File: config.mk
export PLATFORM = sky130hd
export DESIGN_NAME = bar_pos_ctrl
export DESIGN_NICKNAME = d
export VERILOG_FILES = /design/src/rtl/bar_pos_ctrl.sv
export SDC_FILE = /design/constraint.sdc
export NUM_CORES = 1
export LEC_CHECK = 0
export CAP_MARGIN = 15
export CORE_ASPECT_RATIO = 1.5
export CORE_UTILIZATION = 40
export CTS_CLUSTER_SIZE = 40
export DETAILED_ROUTE_END_ITERATION = 16
export GPL_TIMING_DRIVEN = 1
export PLACE_DENSITY = 0.71
export SYNTH_ARGS = -nofsm -noshare
export SYNTH_HDL_FRONTEND = slang
export SYNTH_SLANG_ARGS = --single-unit
File: constraint.sdc
create_clock -name CLK -period 1.5 [get_ports CLK]
set_input_delay 0.45 -clock CLK [delete_from_list [all_inputs] [get_ports CLK]]
set_output_delay 0.45 -clock CLK [all_outputs]
set_load 0.05 [all_outputs]
File: src/rtl/bar_pos_ctrl.sv
// rtl/bar_pos_ctrl.sv - paddle Y position command decoder with frame-synchronous commit
module bar_pos_ctrl #(
  parameter int BAR_H  = 60,
  parameter int Y_INIT = 210
) (
  input  logic        CLK,
  input  logic        RST_BTN,
  input  logic        clk_en,
  input  logic [31:0] dataa,
  input  logic        i_frame_end,
  output logic        done,
  output logic [31:0] result,
  output logic [9:0]  y_bar1,
  output logic [9:0]  y_bar2,
  output logic        busy
);

  localparam logic [9:0] Y_MAX = 10'(480 - BAR_H);
  localparam logic [9:0] Y_RST = 10'(Y_INIT);

  typedef enum logic [1:0] {IDLE, RESP, WAIT_FRM} state_t;

  state_t     state;
  logic [9:0] sh1;
  logic [9:0] sh2;
  logic       p1;
  logic       p2;

  // command word fields; upper bits carry no meaning
  logic [9:0] cmd_y;
  logic       cmd_bar2;
  logic       cmd_read;
  logic       cmd_wait;
  logic       unused_dataa;
  logic [9:0] y_clamped;

  assign cmd_y        = dataa[9:0];
  assign cmd_bar2     = dataa[10];
  assign cmd_read     = dataa[11];
  assign cmd_wait     = dataa[12];
  assign unused_dataa = ^dataa[31:13];

  // only an upper clamp: the bar must stay fully on screen at the bottom
  assign y_clamped = (cmd_y > Y_MAX) ? Y_MAX : cmd_y;

  // instruction FSM, shadow registers and frame-boundary commit
  always_ff @(posedge CLK or negedge RST_BTN) begin
    if (!RST_BTN) begin
      state  <= IDLE;
      busy   <= 1'b0;
      done   <= 1'b0;
      result <= 32'd0;
      y_bar1 <= Y_RST;
      y_bar2 <= Y_RST;
      sh1    <= Y_RST;
      sh2    <= Y_RST;
      p1     <= 1'b0;
      p2     <= 1'b0;
    end else begin
      done <= 1'b0;

      // commit uses the shadow/pending state from before this edge; a write
      // accepted on the same edge re-sets its flag below and waits a frame
      if (i_frame_end) begin
        if (p1) begin
          y_bar1 <= sh1;
          p1     <= 1'b0;
        end
        if (p2) begin
          y_bar2 <= sh2;
          p2     <= 1'b0;
        end
      end

      case (state)
        IDLE: begin
          if (clk_en) begin
            busy <= 1'b1;
            if (cmd_read) begin
              result <= {6'b0, y_bar2, 6'b0, y_bar1};
              state  <= RESP;
            end else begin
              result <= {22'b0, y_clamped};
              if (cmd_bar2) begin
                sh2 <= y_clamped;
                p2  <= 1'b1;
              end else begin
                sh1 <= y_clamped;
                p1  <= 1'b1;
              end
              state <= cmd_wait ? WAIT_FRM : RESP;
            end
          end
        end
        RESP: begin
          done  <= 1'b1;
          busy  <= 1'b0;
          state <= IDLE;
        end
        WAIT_FRM: begin
          if (i_frame_end) begin
            state <= RESP;
          end
        end
        default: begin
          busy  <= 1'b0;
          state <= IDLE;
        end
      endcase
    end
  end

endmodule

-- Word-level counts from Yosys, hierarchy flattened
Cells that the tools add are included.
- magnitude comparators: 1
- equality and inequality tests: 4
- muxes and demuxes: 20
- bitwise logic cells: 3
- reduce and logical (&&, ||, !) cells: 8
- operator list (operator ; count):
    26-bit two-way mux ; 1
    1-bit two-way mux ; 12
    10-bit by 9-bit > comparator with 1-bit output (second input constant) ; 1
    10-bit two-way mux ; 1
    2-bit AND reduction ; 5
    2-bit two-way mux ; 4
    4-bit AND reduction ; 2
    2-bit != test (second input constant) ; 2
    2-bit case mux with 2 select lines ; 1
    1-bit inverter ; 3
    2-bit by 1-bit == test with 1-bit output (second input constant) ; 1
    2-bit == test (second input constant) ; 1
    2-bit logical NOT ; 1
    1-bit case mux with 2 select lines ; 1
- bits in registers: 78
- input port bits: 36

-- Depth between registers and ports, before layout
- word-level depth: 5
- depth in mapped cells: 5
- depth with buffers taken out: 3

-- Worst setup path before layout
OpenSTA, ideal clock, no wires.
- path type: input port to flip-flop
- start: input port dataa[11]
- end: register sh1[5]
- data arrival time: 1.405 ns
- required time: 1.365 ns
- setup slack: -0.041 ns
- stages: 5
- cell sequence: buf_6 -> or4b_4 -> buf_6 -> o21ai_1 -> o21ai_1
- cells in the longest elaborated chain, start to end: 2
- ends and longest elaborated chain (what ; line ; RTL):
    start, declared ; 9 ; input logic [31:0] dataa,
    1-bit inverter (no source line) ; - ;
    4-bit AND reduction (no source line) ; - ;
    end signal, assigned ; 88 ; sh1 <= y_clamped;
    end, declared ; 24 ; logic [9:0] sh1;
No other way between the ends.
A chain may end at the register's enable or synchronous reset.

-- Worst setup path in the final report
- start: input port dataa[7]
- end: register result[2]
- cells in the longest elaborated chain, start to end: 3
- ends and longest elaborated chain (what ; line ; RTL):
    10-bit by 9-bit > comparator with 1-bit output ; 44 ; assign y_clamped = (cmd_y > Y_MAX) ? Y_MAX : cmd_y;
    10-bit two-way mux ; 44 ;
    26-bit two-way mux ; 79 ; if (cmd_read) begin
    end signal, assigned ; 80 ; result <= {6'b0, y_bar2, 6'b0, y_bar1};
    end signal, assigned ; 83 ; result <= {22'b0, y_clamped};
    end, declared ; 12 ; output logic [31:0] result,
No other way between the ends.

==> reports/qor.yml <==
outcome: "finished, violations left"
violations: "design-rule violations, negative setup slack"
hold_class: "in2async"
r2r_cells: 3
maxSlewViolCount: 0
finClkSkew_ns: 0.00999
final_area_mm2: 0.00451
clockRootBuffer: "clkbuf_8"
cts.sink_count: 66
dr.first_iter.drc_count: 113
finalSetupViolCount: 1
worst-path-max-fanout: 4
p_clk_frac: 0.230
ys_seq_area_frac: 0.580
comb_power_share: 0.438
slowest_stage: "clkdlybuf4s50_1"
clock_path_buffers: 2
portBuffers: 58
r2r_end: "sh1[0]$_DFFE_PN0P_"
overflow: 0
maxCapViolations: 0
worst_setup_path_start_kind: "primary input"
ff2ff_setup_slack_ns: 0.02
synth.distinct_cells: 40
die_area_mm2: 0.00756
grt_max_degree: 67
power_density_mw_per_mm2: 1900
nNetsFinal: 387
syn_to_final_growth_pct: 56.5
seqPwrFrac: 0.332
dp.cells: 406
synth-edff-count: 0
drt_pass1_iterations: 10
synth_area_per_cell_um2: 11.5
rr_startpoint: "state[0]$_DFFE_PN0P_"
critPathArrivalTime_ns: 1.78
cts_hold_buf: 0
cts-htree-levels: 3
diodes: 0
crit_path_cell_trace: "clkdlybuf4s50_1 > o211ai_1 > buf_4 > o21ai_1 > o221a_1"
dp_hpwl_um: 4700
placed_cell_area_mm2: 0.00414
setup_ws_ns: -0.00558
die_w_um: 71.3
max_stage_delay_ns: 0.52
start_util: 0.418
grt_usage: 0.189
rsz0062_at_grt: "true"
period_share: 1.00
cts_tree: "yes"
core_area_mm2: 0.00690
synth_seq_cells: 66
gp_congestion: 0.827
synth_area_mm2: 0.00288
num_vias: 2239
yosys_most_used_dff: "dfrtp_1"
critPathRequiredTime_ns: 1.78
rows: 37
fin_cells: 434
wirelength_um: 6630
drive_gt1_frac: 0.433
grt_pass1_wl_um: 10800
vias_per_cell: 5.16
crit_type: "in2reg"
leakagePower_nw: 2.07
hold_viol_final: 0
clk-insertion-delay-late_ns: 0.34
antenna_left: 0
p_int_mw: 5.48
synth_cells: 251
drc_errors: 8
yosys-top-cells-area: "dfrtp_1 (43%), dfstp_2 (15%), mux2_2 (7.0%), nand2_1 (4.4%), buf_4 (3.1%)"
path_clk_slew_ns: 0.07
antenna_found_initial: 0
netSwitchingFraction: 0.359
synth_top_area_cell: "dfrtp_1"
finalPower_mw: 8.55
vdd_drop_max_uv: 1250
power_switching_mw: 3.07
async_flop_share: 1.00
io-pin-count: 90
yosys_warnings: 0
numCtsBuffers: 9
period_minus_slack_ns: 1.51
wl_per_cell_um: 15.3
synth_top_area_frac: 0.434
die-height_um: 106
end_kind: "flop"
grt_pass1_vias: 2268
fmax_mhz: 664
==> registers in the layout, indices dropped and copies added (netlist names) <==
| signal | count |
|---|---|
| y_bar1 | 10 |
| busy | 1 |
| sh1 | 10 |
| p2 | 1 |
| p1 | 1 |
| done | 1 |
| sh2 | 10 |
| state | 2 |
| y_bar2 | 10 |
| result | 20 |
==> per-stage QoR <==
step | TNS, ns | setup slack [ns] | hold WS [ns] | utilization
2_1_floorplan | 0 | 0.0114 | 0.154 | -
3_3_place_gp | -18.02 | -0.458 | 0.462 | 0.600
3_5_place_dp | -19.88 | -0.490 | 0.461 | 0.600
4_1_cts | -0.0233 | -0.00941 | 0.125 | 0.647
5_1_grt | -0.262 | -0.0394 | 0.129 | 0.654
6_report | -0.00558 | -0.00558 | 0.119 | 0.654
==> cell usage after synthesis (all sizes together) (2+ instances only) <==
master / instances
nand4b: 2
dfrtp: 50
o211ai: 4
buf: 21
and2: 4
mux2: 21
inv: 7
clkbuf: 5
o2bb2ai: 2
nand3b: 5
mux2i: 5
dfstp: 16
nand2b: 4
nand3: 14
nand2: 35
nor2: 6
o21ai: 26
a31oi: 3
o31ai: 2
a21oi: 7
==> kinds of logic after synthesis <==
| group | synth area share |
|---|---|
| other | 0.00130 |
| muxes | 0.101 |
| AOI/OAI and AO/OA | 0.0981 |
| DFF | 0.580 |
| and+or+nand+nor | 0.151 |
| buffers and inverters | 0.0690 |
==> timing repair <==
item                                   CTS  global route
gates cloned                             0             1
setup endpoints to repair               46            19
pin swaps                                1             1
resized for setup                        3             8
setup buffers                            8             3
endpoints found under the hold margin    0             0
==> area by class of cell <==
type                            instances  area (µm²)
Inverter                                7        26.3
Clock inverter                          7         141
Clock buffer                            9         124
Fill cell                             516        2390
Tap cell                               78        97.6
Sequential cell                        66        1670
Multi-Input combinational cell        163        1070
Timing Repair Buffer                  104        1380
==> placed cells by master, fill, tap and decap left out, types with 3 or more instances in the layout <==
master / synthesis / routed
a31oi_1: 3 / 3
nand2b_1: 4 / 4
nand3_1: 14 / 14
mux2i_1: 5 / 5
o21ai_1: 12 / 14
bufinv_16: 0 / 4
and2_1: 4 / 4
nand3b_1: 5 / 5
o21ai_2: 3 / 3
a21oi_1: 7 / 6
o21ai_0: 11 / 9
nor2_1: 6 / 5
clkbuf_8: 0 / 9
dfstp_2: 16 / 16
dfrtp_1: 50 / 49
clkdlybuf4s50_1: 0 / 13
buf_12: 0 / 45
inv_1: 7 / 7
o211ai_1: 3 / 3
buf_4: 12 / 40
nand2_1: 34 / 34
mux2_2: 18 / 18
conb_1: 1 / 12
==> metal layers <==
| layer | wire length, µm | global-route usage | up-vias |
|---|---|---|---|
| met5 | 0 | 0 | - |
| met4 | 201 | 0.0971 | 0 |
| met3 | 213 | 0.0398 | 14 |
| met2 | 3580 | 0.320 | 69 |
| met1 | 2630 | 0.224 | 1107 |
| li1 | - | - | 1049 |
==> worst max-delay path: cells and delay by family <==
family                 cells  cell delay (ns)
AO/OA/AOI/OAI              3             0.63
buffers and inverters      2             0.69
==> how the worst max path moves through the flow <==
stage	start	end	slack [ns]	cells past startpoint
after floorplan	dataa[11]	sh1[5]$_DFFE_PN0P_	0.01	5
after global placement	clk_en	sh1[3]$_DFFE_PN0P_	-0.46	4
after detailed placement	clk_en	sh1[3]$_DFFE_PN0P_	-0.49	4
after CTS	y_bar1[6]$_DFFE_PN1P_	y_bar1[6]	-0.009	1
after global routing	y_bar1[1]$_DFFE_PN1P_	y_bar1[1]	-0.04	1
final	dataa[7]	result[2]$_DFFE_PN0P_	-0.006	5
==> power by group through the flow <==
stage,logic (mW),clock network [mW],registers [mW]
2_1_floorplan,0.659,0,3.87
3_3_place_gp,3.55,0,2.88
3_5_place_dp,3.59,0,2.89
4_1_cts,3.73,1.99,2.85
5_1_grt,3.90,2.08,2.91
6_report,3.75,1.96,2.84
Power figures use the tool's default switching activity.
